==> config.mk <==
export PLATFORM = sky130hd
export DESIGN_NAME = instr_sequencer
export DESIGN_NICKNAME = d
export VERILOG_FILES = /design/src/rtl/risc_pkg.sv /design/src/rtl/op_class_decode.sv /design/src/rtl/instr_sequencer.sv
export SDC_FILE = /design/constraint.sdc
export NUM_CORES = 1
export LEC_CHECK = 0
export ABC_AREA = 1
export CORE_ASPECT_RATIO = 2
export CORE_MARGIN = 2
export CORE_UTILIZATION = 44
export DETAILED_ROUTE_END_ITERATION = 16
export DONT_BUFFER_PORTS = 1
export GPL_ROUTABILITY_DRIVEN = 1
export GPL_TIMING_DRIVEN = 0
export PLACE_DENSITY_LB_ADDON = 0.08
export SLEW_MARGIN = 15
export SYNTH_ARGS = -nofsm -noshare
export SYNTH_HDL_FRONTEND = slang
export SYNTH_SLANG_ARGS = --single-unit
==> constraint.sdc <==
create_clock -name clk -period 2.3 [get_ports clk]
set_input_delay 0.46 -clock clk [delete_from_list [all_inputs] [get_ports clk]]
set_output_delay 0.46 -clock clk [all_outputs]
set_load 0.005 [all_outputs]
==> src/rtl/risc_pkg.sv <==
// rtl/risc_pkg.sv - shared opcode, FSM state and opcode class types for the 16-bit RISC core
package risc_pkg;

  typedef enum logic [3:0] {
    OP_LOAD  = 4'd0,  OP_STORE = 4'd1,  OP_ADD   = 4'd2,  OP_SUB   = 4'd3,
    OP_AND   = 4'd4,  OP_OR    = 4'd5,  OP_XOR   = 4'd6,  OP_SHL   = 4'd7,
    OP_SHR   = 4'd8,  OP_MOV   = 4'd9,  OP_CMP   = 4'd10, OP_TST   = 4'd11,
    OP_BR    = 4'd12, OP_ILL13 = 4'd13, OP_ILL14 = 4'd14, OP_HALT  = 4'd15
  } opcode_e;

  typedef enum logic [2:0] {
    S_IDLE   = 3'd0,
    S_FETCH  = 3'd1,
    S_DECODE = 3'd2,
    S_EXEC   = 3'd3,
    S_MEM    = 3'd4,
    S_WB     = 3'd5,
    S_HALT   = 3'd6,
    S_FAULT  = 3'd7
  } state_e;

  typedef enum logic [2:0] {
    CLS_LOAD      = 3'd0,
    CLS_STORE     = 3'd1,
    CLS_ALU_WB    = 3'd2,
    CLS_ALU_FLAGS = 3'd3,
    CLS_BRANCH    = 3'd4,
    CLS_ILLEGAL   = 3'd5,
    CLS_HALT      = 3'd6
  } op_class_e;

endpackage

==> src/rtl/op_class_decode.sv <==
// rtl/op_class_decode.sv - combinational opcode to instruction class mapping
module op_class_decode
  import risc_pkg::*;
(
  input  logic [3:0] opcode,
  output op_class_e  op_class
);

  always_comb begin
    op_class = CLS_ILLEGAL;
    case (opcode_e'(opcode))
      OP_LOAD:  op_class = CLS_LOAD;
      OP_STORE: op_class = CLS_STORE;
      OP_ADD, OP_SUB, OP_AND, OP_OR,
      OP_XOR, OP_SHL, OP_SHR, OP_MOV:
                op_class = CLS_ALU_WB;
      OP_CMP, OP_TST:
                op_class = CLS_ALU_FLAGS;
      OP_BR:    op_class = CLS_BRANCH;
      OP_HALT:  op_class = CLS_HALT;
      default:  op_class = CLS_ILLEGAL;
    endcase
  end

endmodule

==> src/rtl/instr_sequencer.sv <==
// rtl/instr_sequencer.sv - multi-cycle FETCH/DECODE/EXEC/MEM/WB sequencer owning the PC
// Optional MEM wait-state timeout is enabled by defining SEQ_TIMEOUT_EN.
module instr_sequencer
  import risc_pkg::*;
#(
  parameter int              PC_W        = 16,
  parameter logic [PC_W-1:0] RESET_PC    = '0,
  parameter int              MEM_TIMEOUT = 16
) (
  input  logic            clk,
  input  logic            rst_n,
  input  logic            run,
  input  logic            instr_valid,
  input  logic [3:0]      opcode,
  input  logic            branch_taken,
  input  logic [PC_W-1:0] branch_target,
  input  logic            dmem_ready,
  output logic [PC_W-1:0] pc,
  output logic            imem_req,
  output logic            ir_load,
  output logic            alu_en,
  output logic            dmem_req,
  output logic            dmem_we,
  output logic            rf_we,
  output logic            wb_sel,
  output logic [2:0]      state,
  output logic            halted,
  output logic            fault,
  output logic [15:0]     instr_count
);

  state_e          state_q, state_d;
  logic [PC_W-1:0] pc_q, pc_d;
  logic [15:0]     cnt_q, cnt_d;
  op_class_e       op_class;
  logic            retire;
  logic            timeout_hit;

  op_class_decode u_op_class_decode (
    .opcode   (opcode),
    .op_class (op_class)
  );

`ifdef SEQ_TIMEOUT_EN
  logic [15:0] wait_q, wait_d;

  always_comb begin
    wait_d = wait_q;
    if (state_q == S_EXEC)
      wait_d = '0;
    else if (state_q == S_MEM && !dmem_ready)
      wait_d = wait_q + 16'd1;
  end

  // Fires on the MEM cycle whose stall would bring the count to the limit.
  assign timeout_hit = (state_q == S_MEM) && !dmem_ready &&
                       (wait_q == 16'(MEM_TIMEOUT - 1));

  always_ff @(posedge clk) begin
    if (!rst_n) wait_q <= '0;
    else        wait_q <= wait_d;
  end
`else
  assign timeout_hit = (MEM_TIMEOUT < 0);
`endif

  always_comb begin
    state_d = state_q;
    retire  = 1'b0;
    case (state_q)
      S_IDLE:   if (run) state_d = S_FETCH;
      S_FETCH:  if (instr_valid) state_d = S_DECODE;
      S_DECODE: begin
        case (op_class)
          CLS_ILLEGAL: state_d = S_FAULT;
          CLS_HALT:    state_d = S_HALT;
          default:     state_d = S_EXEC;
        endcase
      end
      S_EXEC: begin
        case (op_class)
          CLS_LOAD, CLS_STORE: state_d = S_MEM;
          CLS_ALU_WB:          state_d = S_WB;
          default:             retire  = 1'b1;
        endcase
      end
      S_MEM: begin
        if (dmem_ready) begin
          if (op_class == CLS_STORE) retire  = 1'b1;
          else                       state_d = S_WB;
        end else if (timeout_hit) begin
          state_d = S_FAULT;
        end
      end
      S_WB:     retire = 1'b1;
      default:  state_d = state_q;
    endcase
    if (retire) state_d = run ? S_FETCH : S_IDLE;
  end

  always_comb begin
    pc_d  = pc_q;
    cnt_d = cnt_q;
    if (retire) begin
      // Branch retires in EXEC, the only cycle branch inputs are looked at.
      if (state_q == S_EXEC && op_class == CLS_BRANCH && branch_taken)
        pc_d = branch_target;
      else
        pc_d = pc_q + PC_W'(1);
      cnt_d = cnt_q + 16'd1;
    end
  end

  always_ff @(posedge clk) begin
    if (!rst_n) begin
      state_q <= S_IDLE;
      pc_q    <= RESET_PC;
      cnt_q   <= '0;
    end else begin
      state_q <= state_d;
      pc_q    <= pc_d;
      cnt_q   <= cnt_d;
    end
  end

  assign pc          = pc_q;
  assign instr_count = cnt_q;
  assign state       = state_q;
  assign imem_req    = (state_q == S_FETCH);
  assign ir_load     = (state_q == S_FETCH) && instr_valid;
  assign alu_en      = (state_q == S_EXEC);
  assign dmem_req    = (state_q == S_MEM);
  assign dmem_we     = (state_q == S_MEM) && (op_class == CLS_STORE);
  assign rf_we       = (state_q == S_WB);
  assign wb_sel      = (state_q == S_WB) && (op_class == CLS_LOAD);
  assign halted      = (state_q == S_HALT);
  assign fault       = (state_q == S_FAULT);

endmodule

## Word-level counts from Yosys, hierarchy flattened

Memory sizes are Yosys's and may differ from the RTL's.
Index checks and enable logic that the tools add are counted.

- Muxes and demuxes: 14
- Reduce and logical (&&, ||, !) cells: 11
- Equal/unequal tests: 17
- Add/sub/neg operators: 2

Operators by type and width:

| kind | number |
|---|---|
| $add 16x1->16 const B | 2 |
| $eq 3x3->1 const B | 7 |
| $mux 16 | 1 |
| $mux 3 | 5 |
| $pmux 3 s5 | 1 |
| $pmux 3 s2 | 2 |
| $eq 3x2->1 const B | 3 |
| $eq 3x1->1 const B | 2 |
| $logic_not 3->1 | 2 |
| $ne 3x2->1 const B | 2 |
| $ne 3x3->1 const B | 2 |
| $reduce_and 6->1 | 1 |
| $reduce_bool 6->1 | 1 |
| $logic_and 1x1->1 | 5 |
| $mux 1 | 4 |
| $ne 4x1->1 const B | 1 |
| $pmux 1 s3 | 1 |
| $reduce_or 3->1 | 1 |
| $reduce_or 2->1 | 1 |

- Bits in read-only memories: 48
- Logic and storage cells: 48
- Register bits: 35
- Memories kept: 1
- Output and inout port bits: 44

Memories:

| name | depth | bits a word | rd ports | clocked after memory_dff | wr ports | RTL line | source |
|---|---|---|---|---|---|---|---|
| (no name shown) | 16 | 3 | 1 | 0 | 0 | op_class_decode.sv:11 | `case (opcode_e'(opcode))` |

## Longest topological paths before layout

An unclocked memory read counts as a cell.

- Depth after elaboration: 7
- Mapped depth: 13
- Depth with buffers taken out: 13

## Cells and area by module

A second synthesis with hierarchy kept.

- Cells, all modules: 405
- Area total of the unflattened synthesis: 2391.0 µm²

Modules (own cells, without submodules):

| module | cells each | seq. area each (µm²) | area each (µm²) | times used |
|---|---|---|---|---|
| instr_sequencer | 391 | 700.7 | 2308.5 | 1 |
| op_class_decode | 14 | 0.0 | 82.6 | 1 |

## Worst setup path after synthesis

No wires, ideal clock.

- Path kind: input to register
- From: input opcode[1]
- To: register cnt_q[1] (netlist: instr_count[1])
- Buffers on the path: 1
- Stages on the path: 12
- Arrival: 1.663 ns
- Slack: 0.522 ns
- Path through: inv_1 ha_1 nand2_1 nand3_1 nand2_2 nand2_1 nand2_1 nand2_2 nand3_4 buf_4 o21ai_0 nor2_1

- Word-level cells in the longest chain between the ends: 5
- Elaborated cells on any way between the ends: 9
- Classes of those cells: eq/ne (2); mux (4); reduce/logical (2); memory (1)

Ends and longest elaborated chain:

| item | RTL line | source |
|---|---|---|
| start: declaration | instr_sequencer.sv:14 | `input logic [3:0] opcode,` |
| $mem_v2 16x3 * | n/a |  |
| $eq 3x1->1, or another cell as far along | instr_sequencer.sv:81, instr_sequencer.sv:89 |  |
| $reduce_or 3->1 (no source line) or $mux 1 (tied branches) | n/a |  |
| $mux 1, on equally long branches | instr_sequencer.sv:81, instr_sequencer.sv:88 |  |
| $pmux 1 s3 * | instr_sequencer.sv:70 | `case (state_q)` |
| end signal: assignment | instr_sequencer.sv:122 | `cnt_q <= cnt_d;` |
| end: declaration | instr_sequencer.sv:34 | `logic [15:0] cnt_q, cnt_d;` |

Mark *: on every way between the ends. The rest lies on a longest branch, timed or not.
A chain may end at the register's enable or synchronous reset.

## Worst setup path after layout

- From: register state_q[2] (netlist: state[2])
- To: output wb_sel

- Word-level cells in the longest chain between the ends: 2

Ends and longest elaborated chain:

| item | RTL line | source |
|---|---|---|
| start: declaration | instr_sequencer.sv:32 | `state_e state_q, state_d;` |
| start signal: assignment | instr_sequencer.sv:120 | `state_q <= state_d;` |
| $eq 3x3->1 | n/a |  |
| named net rf_we | instr_sequencer.sv:24 | `output logic rf_we,` |
| $logic_and 1x1->1 | instr_sequencer.sv:135 | `assign wb_sel = (state_q == S_WB) && (op_class == CLS_LOAD);` |
| end: declaration | instr_sequencer.sv:25 | `output logic wb_sel,` |

The timed path passes the listed nets, and every way through them passes these cells.

==> impl_metrics.tcl <==
set metrics [dict create \
    start_util_pct 45.5 \
    whs_path_depth 2 \
    grt_antenna_before_repair 0 \
    drt-total-wl_um 6840 \
    io_buffers 0 \
    syn_to_final_growth_pct 6.71 \
    drive_gt1_share_pct 11.7 \
    n_antenna_cell 0 \
    crit_type "flip-flop to output pin" \
    synthCells 385 \
    insertion_delay_ns 0.30 \
    numCtsBuffers 5 \
    hold_end "pc[3]$_SDFFE_PN0P_" \
    max_freq_mhz 486 \
    synth_top_area_share_pct 28.7 \
    peakVddDrop_mv 0.426 \
    grt.overflow.total 0 \
    ys_warn_count 0 \
    drc 0 \
    clock-skew-final_ns 0.0109 \
    r2r_start "pc[0]$_SDFFE_PN0P_" \
    finalHoldViolCount 0 \
    drtIter0Drc 100 \
    htreeDepth 2 \
    finalNetCount 422 \
    drt_pass1_iterations 4 \
    tightest_slew_ns 0.578 \
    clock_path_buffers 2 \
    setup_violations 0 \
    dpl.hpwl_um 5380 \
    rows 38 \
    grtUsageTotal_pct 23.7 \
    grt_max_degree 13 \
    first_global_vias 2404 \
    slew_violations 0 \
    crit_fanout 8 \
    rsz0062_at_grt "false" \
    syn_nets 415 \
    hold_buffers 0 \
    fillers 603 \
    clkTransAtPathRegs_ns 0.08 \
    synth_top_area_cell "dfxtp_1" \
    dp_slack_ns 0.317 \
    core_mm2 0.00537 \
    holdWs_ns 0.291 \
    via_per_inst 5.40 \
    slew_headroom_pct 61.5 \
    antenna_left 0 \
    die_height_um 109 \
    worst-r2r-setup-slack_ns 0.35 \
    hold_start "rst_n" \
    fin_ws_ns 0.244 \
    cts_resized 0 \
    yosysSeqAreaShare_pct 28.7 \
    gp_congestion 0.937 \
    syn-cell-area_mm2 0.00244 \
    rr_worst_depth 10 \
    final.min_clock_period_ns 2.06 \
    cp-start-kind "flip-flop" \
    chipWidth_um 56.7 \
    clock_sinks 35 \
    place_area_mm2 0.00252 \
    cts_tree "built" \
    end_kind "output pin" \
    clockRootBuffer "clkbuf_8" \
    r2r_end "pc[12]$_SDFFE_PN0P_" \
    min_period_over_period_pct 89.4 \
    vias 2447 \
    synth_seq_cells 35 \
    status "finished, final reports clean" \
    power_density_mw_per_mm2 747 \
    ios 70 \
    wl_per_cell_um 15.1 \
    grt_pass1_wl_um 11300 \
    cp.arrival_ns 1.60 \
    ys_types 35 \
    p_leak_nw 1.11 \
    required_ns 1.84 \
    synth_area_leaders "dfxtp_1 29%, nand2_1 14%, nand3_1 9.2%" \
    setup_tns_ns 0 \
    stdcell_area_mm2 0.00261 \
    dieArea_mm2 0.00620 \
    cts_setup_buffers 0 \
    synth.avg_cell_area_um2 6.34 \
    min_path_type "primary input to flip-flop" \
    cp-startpoint "state[2]$_SDFFE_PN0P_" \
    cap_viol_max_count 0 \
]
[flip-flops by register name, indices dropped and copies added (netlist names)]
| name | flops |
|---|---|
| instr_count | 16 |
| pc | 16 |
| state | 3 |
[layout by cell type, fill, tap and decap left out, drive strengths merged]
cell      netlist  routed
nor3           11      11
nand3          47      47
inv            37      37
clkinvlp        0       2
clkbuf          2       7
clkinv          0       1
o21ai          24      24
xnor2           8       8
buf            10      10
nor2           59      59
ha              4       4
and2            1       1
dfxtp          35      35
xor2            4       4
nand4          10      10
nor4            1       1
nand2          99      99
o21bai          1       1
a21oi          25      25
or2             6       6
nand3b          1       1
[through the flow]
| step | utilization [%] | power, mW | std cells |
|---|---|---|---|
| after floorplan | - | 1.33 | 385 |
| after global placement | 46.9 | 1.50 | 445 |
| after detailed placement | 46.9 | 1.50 | 445 |
| after CTS | 48.5 | 1.98 | 453 |
| after global routing | 48.5 | 2.11 | 453 |
| final | 48.5 | 1.95 | 453 |
[cells in the mapped netlist (all sizes together)]
cell type and count:
clkbuf 2, or2 6, xnor2 8, and2 1, nor2 59, nor3 11, nand4 10, o21bai 1
o21ai 24, ha 4, dfxtp 35, xor2 4, nor4 1, a21oi 25, inv 37, nand3 47
nand3b 1, nand2 99, buf 10
[critical path, cell delays in order, from the launching register on]
cell	delay (ns)
dfxtp_1	0.52
inv_2	0.09
nor3_2	0.22
inv_1	0.14
nor4_1	0.33
[logic make-up after synthesis]
logic type / share of synthesized area, %
buffers and inverters: 9.94
XOR/XNOR: 4.30
flip-flops: 28.7
AND/OR/NAND/NOR: 43.9
AO/OA/AOI/OAI: 11.1
adder cells (fa/ha/maj): 2.05
[power breakdown]
part / leakage (nW) / switching, mW / internal, mW / total, mW
registers: 0.283 / 0.160 / 0.699 / 0.858
clock network: 0.0402 / 0.254 / 0.211 / 0.465
logic: 0.790 / 0.392 / 0.232 / 0.624
[worst max path at each step]
stage | slack (ns) | to
after CTS | 0.21 | wb_sel
final | 0.24 | wb_sel
after global placement | 0.32 | pc[7]$_SDFFE_PN0P_
after floorplan | 0.52 | instr_count[1]$_SDFFE_PN0P_
after global routing | 0.11 | wb_sel
after detailed placement | 0.32 | pc[7]$_SDFFE_PN0P_
[per-layer routing]
layer	up-vias	routed length (um)	global-route usage (%)
met3	16	346	5.76
met4	0	248	11.9
li1	1262	-	-
met5	-	0	0
met2	62	3840	45.2
met1	1107	2400	23.0
[cell type report]
class | count | area [um2] | share of cell area [%]
tap | 60 | 75.1 | 2.88
clock inverter | 3 | 20.0 | 0.768
buffer | 12 | 104 | 3.98
inverter | 37 | 139 | 5.33
sequential | 35 | 701 | 26.9
clock buffer | 5 | 68.8 | 2.64
multi-input combinational | 301 | 1500 | 57.5
Note: power is estimated with default switching activity, not from simulation.
